$ cat config.mk
export PLATFORM = sky130hd
export DESIGN_NAME = ram_bank
export DESIGN_NICKNAME = d
export VERILOG_FILES = /design/src/rtl/ram_bank.sv
export SDC_FILE = /design/constraint.sdc
export NUM_CORES = 1
export LEC_CHECK = 0
export ABC_AREA = 1
export ABC_CLOCK_PERIOD_IN_PS = 1900
export CORE_UTILIZATION = 35
export CTS_BUF_LIST = sky130_fd_sc_hd__clkbuf_8 sky130_fd_sc_hd__clkbuf_16
export CTS_CLUSTER_SIZE = 25
export DETAILED_ROUTE_END_ITERATION = 16
export SLEW_MARGIN = 20
export SYNTH_ARGS = -nofsm -noshare
export SYNTH_HDL_FRONTEND = slang
export SYNTH_SLANG_ARGS = --single-unit
$ cat constraint.sdc
create_clock -name clk -period 1.9 [get_ports clk]
set_input_delay 0.38 -clock clk [delete_from_list [all_inputs] [get_ports clk]]
set_output_delay 0.38 -clock clk [all_outputs]
set_load 0.005 [all_outputs]
$ cat src/rtl/ram_bank.sv
// ram_bank: 2^ADDR_W x WIDTH storage bank with a synchronous write port and
// a registered read port. A clear sequencer zeroes one word per cycle after
// reset or on request, and busy is high while it runs. Accesses presented
// while busy, or in the same cycle as a clear request, are dropped.
module ram_bank #(
  parameter int WIDTH  = 16,
  parameter int ADDR_W = 3
) (
  input  logic              clk,
  input  logic              rst_n,
  input  logic [WIDTH-1:0]  in,
  input  logic [ADDR_W-1:0] addr,
  input  logic              write,
  input  logic              read,
  input  logic              clear,
  output logic [WIDTH-1:0]  out,
  output logic              out_valid,
  output logic              busy
);

  // Depth follows from the address width and cannot be set independently.
  localparam int DEPTH = 1 << ADDR_W;

  localparam logic [0:0] CLEAR = 1'b0;
  localparam logic [0:0] IDLE  = 1'b1;

  logic [0:0]        state;
  logic [ADDR_W-1:0] clear_cnt;
  logic [WIDTH-1:0]  mem [DEPTH];

  logic              idle;
  logic              last_word;
  logic              accept;
  logic              do_write;
  logic              do_read;
  logic [WIDTH-1:0]  rd_data_p0;
  logic [WIDTH-1:0]  rd_data_p1;
  logic              vld_p1;

  // Terminal count at DEPTH-1: the all-ones counter value.
  function automatic logic is_last(input logic [ADDR_W-1:0] cnt);
    return &cnt;
  endfunction

  // Write-first merge: a write in the same cycle as a read (one shared
  // address) forwards the incoming data instead of the stale word.
  function automatic logic [WIDTH-1:0] read_merge(
    input logic             wr,
    input logic [WIDTH-1:0] wdata,
    input logic [WIDTH-1:0] mdata
  );
    return wr ? wdata : mdata;
  endfunction

  assign idle      = (state == IDLE);
  assign last_word = is_last(clear_cnt);
  // clear takes priority over any access sampled on the same edge.
  assign accept    = idle & ~clear;
  assign do_write  = accept & write;
  assign do_read   = accept & read;
  assign busy      = ~idle;

  assign rd_data_p0 = read_merge(write, in, mem[addr]);

  // Sequencer: step through every word in CLEAR, return to IDLE after the last.
  always_ff @(posedge clk or negedge rst_n) begin
    if (!rst_n) begin
      state     <= CLEAR;
      clear_cnt <= '0;
    end else begin
      case (state)
        CLEAR: begin
          clear_cnt <= clear_cnt + 1'b1;
          if (last_word) begin
            state <= IDLE;
          end
        end
        IDLE: begin
          if (clear) begin
            state     <= CLEAR;
            clear_cnt <= '0;
          end
        end
        default: begin
          state     <= CLEAR;
          clear_cnt <= '0;
        end
      endcase
    end
  end

  // Storage array: zeroed word by word while clearing, else the write port.
  always_ff @(posedge clk) begin
    if (!idle) begin
      mem[clear_cnt] <= '0;
    end else if (do_write) begin
      mem[addr] <= in;
    end
  end

  // ---- stage p0 -> p1: registered read data and its valid flag ----
  // Read register: zero while clearing or on a clear request, hold when idle.
  always_ff @(posedge clk or negedge rst_n) begin
    if (!rst_n) begin
      rd_data_p1 <= '0;
      vld_p1     <= 1'b0;
    end else if (!accept) begin
      rd_data_p1 <= '0;
      vld_p1     <= 1'b0;
    end else begin
      vld_p1 <= do_read;
      if (do_read) begin
        rd_data_p1 <= rd_data_p0;
      end
    end
  end

  assign out       = rd_data_p1;
  assign out_valid = vld_p1;

endmodule
==> results.json <==
{
  "status": "finished clean",
  "routed_wl_mm": 15.5,
  "ios": 42,
  "gp_congestion": 0.801,
  "drc": 0,
  "syn2layout_area_growth_pct": 23.9,
  "path_max_fanout": 5,
  "synth-seq-cells": 149,
  "fin_hold_ws_ns": 0.335,
  "rows": 49,
  "grt_pass1_vias": 4242,
  "grt_antenna_before_repair": 0,
  "synth_area_leader_cell": "edfxtp_1",
  "clock.fmax_mhz": 542,
  "finalInstanceArea_um2": 8180,
  "cap_violations": 0,
  "grt_pass1_wl_mm": 23.7,
  "detail_route.wl_per_cell_um": 15.8,
  "p_seq_share_pct": 44.2,
  "numCtsBuffers": 17,
  "clkPwrFrac_pct": 34.2,
  "p_sw_uw": 3000,
  "overflow": 0,
  "swShare_pct": 27.5,
  "nFillCells": 1650,
  "worstSetupEndpointType": "output pin",
  "netlist_top_cells_count": "nand2_1 (175), inv_1 (135), edfxtp_1 (128), nand3_1 (96), nor2_1 (41)",
  "synth.top_cell.area_share_pct": 58.2,
  "cpPeakStageDelay_ns": 0.52,
  "irDropWorstVdd_mv": 0.665,
  "final_nets": 764,
  "hpwl_mm": 9.72,
  "path_class": "flip-flop to output pin",
  "p_int_uw": 7910,
  "ant_nets": 0,
  "fin_skew_ns": 0.00576,
  "grt_max_degree": 65,
  "drive_gt1_share_pct": 10.4,
  "min_path_type": "input port to async pin",
  "critPathSlowestCell": "clkdlybuf4s50_1",
  "synthCells": 675,
  "fp.coreArea_um2": 18200,
  "io_buffers": 41,
  "cellPowerDensity_nw_per_um2": 1330,
  "ys_seq_area_share_pct": 66.2,
  "dieWidth_um": 139,
  "fin_crit_sh_pct": 97.1,
  "syn_area_per_cell_um2": 9.78,
  "cts_tree": "done",
  "cts_max_level": 4,
  "finalSetupTns_ns": 0,
  "async_flop_share_pct": 14.1,
  "synth_nets": 701,
  "fin_util_pct": 44.9,
  "hold_viol": 0,
  "clk_pin_slew_worst_paths_ns": 0.06,
  "initial_core_util_pct": 36.3,
  "synth_edf_count": 128,
  "synthFlopType": "edfxtp_1",
  "synth_most_common_cell": "nand2_1",
  "numClockSinks": 149,
  "num_antenna_cells": 0,
  "routed_via_density": 4.62,
  "die_height_um": 139,
  "die-area_um2": 19400,
  "place_area_um2": 7500,
  "period_minus_slack_ns": 1.84,
  "synth_area_leaders": "edfxtp_1 (58%), nand2_1 (9.9%), dfrtp_1 (8.0%), inv_1 (7.7%), nand3_1 (7.3%)",
  "p_leak_uw": 0.00363,
  "comb_power_share_pct": 21.6,
  "yosysWarnings": 0,
  "maxSlewViolCount": 0,
  "clk_path_buf_depth": 2,
  "syn_area_um2": 6600,
  "rsz0062_at_grt": "false",
  "ys_types": 18,
  "worstPathRequired_ns": 1.52,
  "finalSetupViolations": 0,
  "drtPass1Iterations": 7,
  "arrival_ns": 1.46,
  "clock_latency_ns": 0.42,
  "crit_chain": "inv_2 > clkdlybuf4s50_1",
  "grt_usage_pct": 16.7,
  "via_count": 4529,
  "cts-root-buf": "clkbuf_16",
  "tightestPinTransition_ns": 0.604,
  "drt-initial-drc-count": 286,
  "worst_setup_path_start_kind": "flip-flop",
  "slew-limit-headroom_pct": 59.6
}
-- cells by family (layout without fill, tap and decap cells) --
| kind of cell | Yosys count | after routing | share of synthesized area (%) |
|---|---|---|---|
| buffers and inverters | 170 | 246 | 10.3 |
| AO/OA/AOI/OAI | 39 | 39 | 3.13 |
| adder cells (fa/ha/maj) | 2 | 2 | 0.379 |
| flip-flops | 149 | 149 | 66.2 |
| AND/OR/NAND/NOR | 315 | 315 | 20.0 |
-- cell type report --
cell class | instances | area [um^2] | area share [%]
clock buffer | 20 | 467 | 5.71
inverter | 138 | 518 | 6.33
multi-input combinational | 356 | 1560 | 19.1
clock inverter | 12 | 198 | 2.42
timing repair buffer | 76 | 781 | 9.54
sequential | 149 | 4370 | 53.4
tap | 229 | 287 | 3.50
-- power groups by stage --
stage | clock [uW] | sequential [uW] | combinational, uW
floorplan | 0 | 4850 | 1300
global placement | 0 | 4890 | 2330
detailed placement | 0 | 4890 | 2360
CTS | 3780 | 4830 | 2370
global route | 3910 | 4900 | 2630
finish | 3730 | 4820 | 2350
-- critical path: cells and delay by family (launching register included) --
kind     cells  cell delay, ns
buf+inv      2            0.65
flops        1            0.41
-- layer usage --
layer / wire length [um] / global-route usage, % / part of all wire [%] / vias to the layer above
met3: 502 / 3.34 / 3.2 / 28
met5: 0 / 0 / 0 / -
met2: 7770 / 28.4 / 50 / 96
met1: 6830 / 20.7 / 44 / 2132
met4: 361 / 6.90 / 2.3 / 0
li1: - / - / - / 2273
-- what timing repair did --
item                       in CTS  in global routing
resized for setup               0                  1
setup endpoints to repair       0                128
hold buffers                    0                  0
setup buffers                   0                  1
-- sequential cells by signal, summed over array words and instances, names as in the netlist --
register,flops
mem,128
out_valid,1
out,16
clear_cnt,3
idle,1
-- cells in the final DEF, fill, tap and decap left out, types with 17 or more instances in the layout --
| cell | Yosys | routed |
|---|---|---|
| edfxtp_1 | 128 | 128 |
| buf_4 | 0 | 26 |
| clkbuf_16 | 0 | 17 |
| inv_1 | 135 | 134 |
| nor2_1 | 41 | 39 |
| clkdlybuf4s50_1 | 0 | 40 |
| nand2_1 | 175 | 175 |
| o21ai_0 | 19 | 19 |
| nand3_1 | 96 | 96 |
| dfrtp_1 | 21 | 21 |
-- worst paths after layout --
check                      start           end  slack [ns]  depth (start not counted)
setup / recovery            idle          busy        0.06                          2
hold / removal             rst_n     out_valid        0.33                          2
setup reg to reg            idle     mem[3][0]        0.16                          8
hold reg to reg             idle  clear_cnt[0]        0.52                          1
max in group asynchronous  rst_n       out[12]        1.30                          2
min in group clk            idle  clear_cnt[0]        0.52                          1
-- through the flow --
step | power, uW | setup WS (ns) | cells
5_1_grt | 11400 | 0.00368 | 980
3_5_place_dp | 7250 | -0.328 | 947
6_report | 10900 | 0.0553 | 980
2_1_floorplan | 6160 | -0.197 | 675
3_3_place_gp | 7220 | -0.316 | 947
4_1_cts | 11000 | 0.0225 | 979
Power figures use the tool's default switching activity.
==> RTL change: new RTL, same settings <==
The parameter `ADDR_W` goes from 3 to 4.
--- a/src/rtl/ram_bank.sv
+++ b/src/rtl/ram_bank.sv
@@ -4,7 +4,7 @@
 // while busy, or in the same cycle as a clear request, are dropped.
 module ram_bank #(
   parameter int WIDTH  = 16,
-  parameter int ADDR_W = 3
+  parameter int ADDR_W = 4
 ) (
   input  logic              clk,
   input  logic              rst_n,
Ports: changed (resized addr); port bits go from 42 to 43. The function was not compared with the original's and may differ.
==> RTL change against the original RTL <==
The run now ends with setup timing left. Critical path depth up 8. Power up 71%. Setup slack worse by 0.11 ns. Register-to-register slack worse by 0.21 ns. Routed wire length up 100%. Die area up 85%. Sequential cell count up 129. Area after synthesis up 86%. Design area up 89%.
==> RTL change: results (changes against the original RTL) <==
[placed_design]
placed_area_mm2=0.0141  ; +87%
dp_hpwl_um=19400  ; +100%
io_buffers=42  ; +2.4%
dpl.cell_count=1742  ; +84%
finalWeightedCongestion=0.835  ; +4.2%
post-place-ws_ns=-0.462  ; -0.134 ns

[power_and_ir_drop]
ir_drop_mv=0.861  ; +29%
leakage_nw=6.65  ; +83%

[run_status]
violations=setup timing
outcome=complete, but fails checks

[layout]
largest_reg_flops=256  ; +100%
drive_above_1_share_pct=13.0  ; +2.6 points
regMostFlops=mem
n_antenna_cell=0  ; unchanged
fin_nets=1355  ; +77%
fin_cells=1807  ; +84%
fillCellCount=3238  ; +96%

[synth]
synth_commonest_cells=nand2_1 (367), edfxtp_1 (256), inv_1 (231)
syn_area_per_cell_um2=9.95  ; +1.7%
yosysWarnings=0  ; unchanged
ys_seq_area_share_pct=66.9  ; +0.76 points
ys.flop_type=edfxtp_1
netlist_top_cells_area=edfxtp_1 (62%), nand2_1 (11%), nand3_1 (8.0%), inv_1 (7.0%), dfrtp_1 (4.5%)
synth_edf_count=256  ; +100%
synthArstFlopShare_pct=7.91  ; -6.2 points
ys_types=26  ; +8
syn_nets=1263  ; +80%

[grt]
grt_use_total_pct=17.3  ; +0.63 points
grt_pass1_vias=7998  ; +89%
grt_max_degree=73  ; +12%
grt_antenna_before_repair=0  ; unchanged
grt_pass1_wl_um=46800  ; +97%

[drt]
viasPerCell=4.70  ; +1.6%
wl_per_cell_um=17.5  ; +11%
drtPass1Iterations=5  ; -2
drt_iter0_markers=794  ; +180%

[timing]
skew_ns=0.0154  ; +0.00962 ns
finalWorstSetupSlack_ns=-0.0536  ; -0.109 ns
tns_ns=-1.53  ; -1.53 ns
setup_viol=79  ; +79
maxSlewHeadroom_pct=67.6  ; +8.0 points

[clock_tree]
htreeDepth=1  ; -3
cts_buffers=29  ; +12
cts_root_buf=clkbuf_16
clk_latency_ns=0.56  ; +0.14 ns
clockBufferDepth=3  ; +1
path_clk_slew_ns=0.06  ; about the same

[critical_path]
critPathMaxFanout=8  ; +3
rr_startpoint=idle$_DFF_PN0_
worstSetupPathType=flop to flop
slowest_delay_ns=0.36  ; -0.16 ns
slowest_stage=dfrtp_1
worst_ep_arrival_time_ns=2.22  ; +0.76 ns
critPathTopFamily=simple AND/OR/NAND/NOR gates

[min_path]
min_path_type=primary input to asynchronous set/reset pin

==> RTL change: layout make-up <==
class                      count  area, um2  share of cell area [%]
clock inverter                25        253                    1.64
multi-input combinational    663       3110                    20.2
sequential                   278       8240                    53.4
timing repair buffer         120       1650                    10.7
tap                          455        569                    3.69
clock buffer                  29        726                    4.70
inverter                     237        892                    5.78
==> RTL change: routing by layer <==
| metal | GRT usage (%) | wire, um |
|---|---|---|
| met1 | 25.6 | 14800 |
| met2 | 25.2 | 13500 |
| met3 | 3.10 | 2230 |
| met4 | 6.20 | 1060 |
| met5 | 0 | 0 |
==> RTL change: repair_timing <==
action / in CTS / in global routing
pin swaps: 0 / 10
endpoints found under the setup margin: 1 / 256
resized for setup: 5 / 42
cloned: 0 / 6
buffers inserted: 1 / 5
==> RTL change: power by group <==
| group | internal (mW) | leakage [nW] | switching, mW |
|---|---|---|---|
| clock | 3.46 | 0.498 | 2.35 |
| sequential | 8.07 | 2.69 | 0.344 |
| combinational | 1.75 | 3.46 | 2.69 |
==> RTL change: worst paths after layout <==
check	to	slack [ns]	cells past startpoint
hold reg to reg	out[7]$_DFFE_PN0P_	0.52	2
setup reg to reg	mem[15][5]$_DFFE_PP_	-0.05	10
setup / recovery	mem[15][5]$_DFFE_PP_	-0.05	10
max in group asynchronous	idle$_DFF_PN0_	1.49	2
hold / removal	out[4]$_DFFE_PN0P_	0.19	2
min in group clk	out_valid$_DFF_PN0_	0.40	3
==> RTL change: kinds of logic (layout without fill, tap and decap cells) <==
group,Yosys count,after routing,synth area share [%]
and+or+nand+nor,621,622,21.3
buffers and inverters,297,411,9.70
DFF,278,278,66.9
AOI/OAI and AO/OA,39,39,1.88
adders and majority gates,1,1,0.102
muxes,1,1,0.0813
